## config.mk

```make
export PLATFORM = sky130hd
export DESIGN_NAME = seq_div_32
export DESIGN_NICKNAME = d
export VERILOG_FILES = /design/src/rtl/seq_div_32_pkg.sv /design/src/rtl/seq_div_32_rc_add_sub.sv /design/src/rtl/seq_div_32.sv
export SDC_FILE = /design/constraint.sdc
export NUM_CORES = 1
export LEC_CHECK = 0
export ABC_AREA = 1
export BUFFER_PORTS_ARGS = -buffer_cell sky130_fd_sc_hd__buf_2
export CORE_MARGIN = 3
export CORE_UTILIZATION = 43
export DETAILED_ROUTE_END_ITERATION = 8
export PLACE_DENSITY = 0.63
export SLEW_MARGIN = 20
export SYNTH_ARGS = -nofsm -noshare
export SYNTH_HDL_FRONTEND = slang
export SYNTH_SLANG_ARGS = --single-unit
```

## constraint.sdc

```tcl
create_clock -name CLK -period 11.68 [get_ports CLK]
set_clock_uncertainty 0.05 [all_clocks]
set_input_delay 1.168 -clock CLK [delete_from_list [all_inputs] [get_ports CLK]]
set_output_delay 1.168 -clock CLK [all_outputs]
set_load 0.03 [all_outputs]
```

## src/rtl/seq_div_32_pkg.sv

```systemverilog
// rtl/seq_div_32_pkg.sv - shared constants, state encoding and sign helpers for seq_div_32
//
// Purpose : widths, FSM state type and two's-complement helpers used by
//           the divider top and its trial-subtraction adder.
// Ports   : none (package).
package seq_div_32_pkg;

  localparam int DATA_WIDTH       = 32;
  localparam int DATA_INDEX_LIMIT = DATA_WIDTH - 1;
  localparam int CNT_WIDTH        = 5;

  typedef enum logic [1:0] {
    ST_IDLE = 2'd0,
    ST_CALC = 2'd1,
    ST_FIX  = 2'd2,
    ST_DONE = 2'd3
  } state_t;

  function automatic logic [DATA_INDEX_LIMIT:0] negate(input logic [DATA_INDEX_LIMIT:0] v);
    return ~v + 32'd1;
  endfunction

  // Magnitude of an operand: only negative values in signed mode are flipped.
  // 0x80000000 maps onto itself, which the unsigned datapath reads as 2^31.
  function automatic logic [DATA_INDEX_LIMIT:0] magnitude(input logic [DATA_INDEX_LIMIT:0] v,
                                                          input logic                    is_signed);
    return (is_signed && v[DATA_INDEX_LIMIT]) ? negate(v) : v;
  endfunction

endpackage

```

## src/rtl/seq_div_32_rc_add_sub.sv

```systemverilog
// rtl/seq_div_32_rc_add_sub.sv - 32-bit ripple-carry adder/subtractor (RC_ADD_SUB_32)
//
// Purpose : Y = A + B (SnA=0) or Y = A - B (SnA=1), ripple carry.
// Ports   : A, B  in  32  operands
//           SnA   in  1   1 = subtract, 0 = add
//           Y     out 32  result
//           CO    out 1   carry out; for subtraction 1 means no borrow (A >= B)
module rc_add_sub_32
  import seq_div_32_pkg::*;
(
  input  logic [DATA_INDEX_LIMIT:0] A,
  input  logic [DATA_INDEX_LIMIT:0] B,
  input  logic                      SnA,
  output logic [DATA_INDEX_LIMIT:0] Y,
  output logic                      CO
);

  logic [DATA_INDEX_LIMIT:0] b_eff;

  assign b_eff = B ^ {DATA_WIDTH{SnA}};

  // Subtraction is A + ~B + 1; the +1 enters as the initial carry.
  always_comb begin
    logic c;
    c = SnA;
    Y = '0;
    for (int i = 0; i < DATA_WIDTH; i++) begin
      Y[i] = A[i] ^ b_eff[i] ^ c;
      c    = (A[i] & b_eff[i]) | (c & (A[i] ^ b_eff[i]));
    end
    CO = c;
  end

endmodule

```

## src/rtl/seq_div_32.sv

```systemverilog
// rtl/seq_div_32.sv - multi-cycle restoring 32-bit divider, signed or unsigned per operation
//
// Purpose : one quotient bit per cycle using a single rc_add_sub_32 for the
//           trial subtraction; fixed 34-cycle latency, 2 cycles on divide-by-zero.
// Ports   : CLK        in  1   clock, rising edge
//           RST        in  1   synchronous active-low reset
//           START      in  1   request, sampled only in IDLE
//           SIGNED     in  1   1 = two's-complement operands, sampled with START
//           DIVIDEND   in  32  numerator, sampled with START
//           DIVISOR    in  32  denominator, sampled with START
//           QUOTIENT   out 32  result, valid from DONE until the next accepted START completes
//           REMAINDER  out 32  result, sign follows dividend
//           BUSY       out 1   high in CALC and FIX
//           DONE       out 1   one-cycle pulse when results become valid
//           DZ         out 1   divide-by-zero flag, held with results
module seq_div_32
  import seq_div_32_pkg::*;
(
  input  logic                      CLK,
  input  logic                      RST,
  input  logic                      START,
  input  logic                      SIGNED,
  input  logic [DATA_INDEX_LIMIT:0] DIVIDEND,
  input  logic [DATA_INDEX_LIMIT:0] DIVISOR,
  output logic [DATA_INDEX_LIMIT:0] QUOTIENT,
  output logic [DATA_INDEX_LIMIT:0] REMAINDER,
  output logic                      BUSY,
  output logic                      DONE,
  output logic                      DZ
);

  state_t                    state;
  state_t                    state_next;

  logic [CNT_WIDTH-1:0]      cnt;
  logic [DATA_INDEX_LIMIT:0] rem;
  logic [DATA_INDEX_LIMIT:0] quo;
  logic [DATA_INDEX_LIMIT:0] dvsr_mag;
  logic [DATA_INDEX_LIMIT:0] dvdn_raw;
  logic                      q_neg;
  logic                      r_neg;
  logic                      dz_path;

  logic [DATA_INDEX_LIMIT:0] quotient_r;
  logic [DATA_INDEX_LIMIT:0] remainder_r;
  logic                      dz_r;

  logic [DATA_INDEX_LIMIT:0] shifted;
  logic [DATA_INDEX_LIMIT:0] sub_y;
  logic                      sub_co;
  logic                      accept;

  // Low 32 bits of the 33-bit shifted remainder; the 33rd bit is rem[31].
  assign shifted = {rem[DATA_INDEX_LIMIT-1:0], quo[DATA_INDEX_LIMIT]};

  rc_add_sub_32 u_trial_sub (
    .A   (shifted),
    .B   (dvsr_mag),
    .SnA (1'b1),
    .Y   (sub_y),
    .CO  (sub_co)
  );

  // If the bit shifted out of rem is set, the 33-bit value already exceeds
  // any 32-bit divisor, so the subtraction fits even though CO shows a borrow.
  assign accept = rem[DATA_INDEX_LIMIT] | sub_co;

  always_ff @(posedge CLK) begin
    if (!RST) begin
      state <= ST_IDLE;
    end else begin
      state <= state_next;
    end
  end

  always_comb begin
    state_next = state;
    case (state)
      ST_IDLE: begin
        if (START) begin
          state_next = (DIVISOR == '0) ? ST_FIX : ST_CALC;
        end
      end
      ST_CALC: begin
        if (cnt == '0) begin
          state_next = ST_FIX;
        end
      end
      ST_FIX:  state_next = ST_DONE;
      ST_DONE: state_next = ST_IDLE;
      default: state_next = ST_IDLE;
    endcase
  end

  always_ff @(posedge CLK) begin
    if (!RST) begin
      cnt         <= '0;
      rem         <= '0;
      quo         <= '0;
      dvsr_mag    <= '0;
      dvdn_raw    <= '0;
      q_neg       <= 1'b0;
      r_neg       <= 1'b0;
      dz_path     <= 1'b0;
      quotient_r  <= '0;
      remainder_r <= '0;
      dz_r        <= 1'b0;
    end else begin
      case (state)
        ST_IDLE: begin
          if (START) begin
            dvdn_raw <= DIVIDEND;
            dvsr_mag <= magnitude(DIVISOR, SIGNED);
            quo      <= magnitude(DIVIDEND, SIGNED);
            rem      <= '0;
            cnt      <= CNT_WIDTH'(DATA_INDEX_LIMIT);
            // Sign corrections are pre-gated with SIGNED so FIX needs no mode bit.
            q_neg    <= SIGNED & (DIVIDEND[DATA_INDEX_LIMIT] ^ DIVISOR[DATA_INDEX_LIMIT]);
            r_neg    <= SIGNED & DIVIDEND[DATA_INDEX_LIMIT];
            dz_path  <= (DIVISOR == '0);
          end
        end
        ST_CALC: begin
          rem <= accept ? sub_y : shifted;
          quo <= {quo[DATA_INDEX_LIMIT-1:0], accept};
          if (cnt != '0) begin
            cnt <= cnt - 1'b1;
          end
        end
        ST_FIX: begin
          if (dz_path) begin
            quotient_r  <= '1;
            remainder_r <= dvdn_raw;
            dz_r        <= 1'b1;
          end else begin
            quotient_r  <= q_neg ? negate(quo) : quo;
            remainder_r <= r_neg ? negate(rem) : rem;
            dz_r        <= 1'b0;
          end
        end
        default: begin
        end
      endcase
    end
  end

  assign QUOTIENT  = quotient_r;
  assign REMAINDER = remainder_r;
  assign DZ        = dz_r;
  assign BUSY      = (state == ST_CALC) || (state == ST_FIX);
  assign DONE      = (state == ST_DONE);

endmodule

```

==> impl_metrics.csv <==
group,metric,value,unit
status,status,"finished, violations left",
status,violations,"setup timing",
cts,cts_num_sinks,203,
route,route.final.wire_length,39200,µm
power,ir_drop,0.000239,V
synth,synthArstFlopShare,0,
sta,final.setup.worst_slack,-0.409,ns
critical_path,worstPathMaxFanout,7,
cts,clockBufferDepth,3,
grt,grt_pass1_vias,11800,
floorplan,die_height,177,µm
critical_path,rr_endpoint,"rem[3]",
synth,netlist_instances,1905,
grt,grt_antenna_before_repair,1,
sta,hold_violations,0,
worst_hold_path,holdCritPathClass,"flip-flop to flip-flop",
placed_design,gp_congestion,0.906,
route,wl_per_cell,16.4,µm
sta,fmax,0.0827,GHz
cts,htree_levels,1,
route,drc_errors,0,
layout,fin_nets,2105,
cts,cts_tree,"yes",
synth,synthTopCellsByCount,"nand2_1, inv_1, a21oi_1",
synth,synth-seq-cells,203,
synth,syn-cell-area,12500,µm²
route,firstDrtPassIters,6,
critical_path,end_kind,"flip-flop",
floorplan,fp.dieW,177,µm
synth,synth_area_per_cell,6.57,µm²
critical_path,worst_path_max_delay_cell,"fa_2",
grt,grt_max_degree,107,
critical_path,crit_top_cell,"fa_2",
critical_path,timing.rr.start,"quo[31]",
sta,timing.final.crit_share,1.04,
sta,period_needed,12.09,ns
synth,synth_nets,2016,
critical_path,slowest_delay,0.37,ns
synth,yosysTopAreaCell,"dfxtp_1",
grt,grt_pass1_wl,61900,µm
floorplan,io_pins,135,
critical_path,reg2regPathDepth,44,
synth,ys.flop_type,"dfxtp_1",
floorplan,core-area,28200,µm²
critical_path,arrival,12.39,ns
sta,slew_headroom,0.285,
critical_path,endpoint,"rem[3]",
synth,synth_most_common_cell,"nand2_1",
power,leakage,6.72,nW
floorplan,rows,61,
floorplan,dieArea,31200,µm²
synth,ys_warn_count,0,
layout,antenna_cells,0,
synth,seq_area_frac_synth,0.325,
floorplan,start_util,0.443,
grt,grt_remaining_overflow,0,
route,viasPerCell,5.34,
layout,area_growth,16.4,%
cts,ctsHoldBuffers,0,
job,drv_cap,0,
critical_path,crit_path_start,"quo[31]",
synth,synth.area.top_cells,"dfxtp_1, nand2_1, a21oi_1",
layout,fill_cells,2902,
sta,slew_viol_final,0,
critical_path,r2r_slack,-0.41,ns
layout,drive_above_1_share,0.151,
critical_path,cp.required,11.98,ns
sta,worst_pin_slew,1.07,ns
placed_design,hpwl,28400,µm
synth,synth_edf_count,0,
route,postRouteAntennaNets,0,
sta,report.final.setup_viol,33,
synth,synth_cell_type_count,44,
route,vias,12800,
sta,whs,0.403,ns
placed_design,numPortBuffers,134,
cts,clkLatencyLatePin,0.52,ns
cts,clk_root_buffer_cell,"clkbuf_16",
layout,postLayoutCoreUtil,0.516,
cts,clk_pin_slew,0.06,ns
route,drt_iter0_markers,1121,
critical_path,cp-start-kind,"flip-flop",
cts,tritoncts.num_buffers,24,
synth,synth_top_area_frac,0.325,
critical_path,critPathKind,"flip-flop to flip-flop",
grt,track_usage,0.242,
sta,rsz0062_at_grt,"true",
power,p_per_area,217,nW/µm²
area by class of cell:
cell class	instances	area, µm²	share of cell area
clock buffers	31	688	0.0472
clock inverters	13	173	0.0118
inverters	245	925	0.0635
multi-input cells	1362	7280	0.500
flip-flops and latches	203	4070	0.279
well taps	378	473	0.0325
repair buffers	157	953	0.0654
repair inverters	1	11.3	0.000773
report_power, final:
group	internal [W]	switching (W)	total [W]
combinational	0.000437	0.000887	0.00132
sequential	0.000873	0.000157	0.00103
clock	0.000503	0.000309	0.000812
stage by stage:
stage               worst slack (ns)  instance area (µm²)  total power [W]  TNS (ns)  instances
finish                        -0.409                14600          0.00317    -12.07       2390
global route                  -0.688                14600          0.00341    -21.55       2390
CTS                           -0.267                14400          0.00314     -8.11       2386
detailed placement            -0.438                13500          0.00231    -11.15       2339
global placement              -0.332                13500          0.00229     -8.50       2339
floorplan                    0.00677                12600          0.00195         0       1905
cell families (layout without fill, tap and decap cells):
kind of cell,after synthesis,after routing,synth area share
adder cells (fa/ha/maj),43,43,0.0616
flip-flops,203,203,0.325
buffers and inverters,340,447,0.107
AO/OA/AOI/OAI,474,474,0.207
XOR/XNOR,30,30,0.0210
AND/OR/NAND/NOR,815,815,0.279
routing by layer:
metal  vias to the layer above  GRT usage  wire, µm
met1                      5898      0.361     18700
met3                        54     0.0350      2540
met2                       389      0.371     17100
li1                       6427          -         -
met5                         -          0        11
met4                         2     0.0543       827
state kept, by name (all words and copies together) (netlist names):
name	flops
r_neg	1
dz_path	1
cnt	5
rem	32
quo	32
REMAINDER	32
dvsr_mag	32
q_neg	1
state	2
QUOTIENT	32
dvdn_raw	32
DZ	1
how the worst min path moves through the flow:
stage / start / endpoint / slack [ns] / depth (start not counted)
3_5_place_dp: dvdn_raw[27] / dvdn_raw[27] / 0.40 / 2
4_1_cts: dvdn_raw[27] / dvdn_raw[27] / 0.41 / 2
2_1_floorplan: dvdn_raw[10] / dvdn_raw[10] / 0.38 / 2
5_1_grt: dvdn_raw[18] / dvdn_raw[18] / 0.42 / 2
6_report: dvdn_raw[18] / dvdn_raw[18] / 0.40 / 2
3_3_place_gp: dvdn_raw[13] / dvdn_raw[13] / 0.39 / 2
repair_timing:
item / CTS / global route
resized for setup: 16 / 29
setup endpoints to repair: 33 / 33
buffers inserted: 2 / 1
pin swaps: 3 / 12
cloned: 1 / 3
cell usage in the layout, fill, tap and decap left out, drive strengths merged:
cell,n
clkbuf,34
nand4,25
o21bai,3
or2,6
clkinv,8
clkinvlp,3
and3,1
xnor2,4
o21a,6
a21oi,222
o221ai,9
o211ai,43
buf,154
a31oi,15
fa,31
ha,12
xor2,26
a22oi,1
nand2,415
o31ai,2
nor3,13
nand3b,5
nor4,1
o21ai,170
bufinv,4
dfxtp,203
a221oi,1
inv,244
o22ai,1
nor2,183
nand3,166
a21o,1
worst max-delay path, delay by kind of cell, from the launching register on:
kind | cells | cell delay (ns)
adders and majority gates | 32 | 10.53
buffers and inverters | 8 | 0.62
AOI/OAI and AO/OA | 2 | 0.21
and+or+nand+nor | 2 | 0.16
DFF | 1 | 0.32
Power figures use the tool's default switching activity.
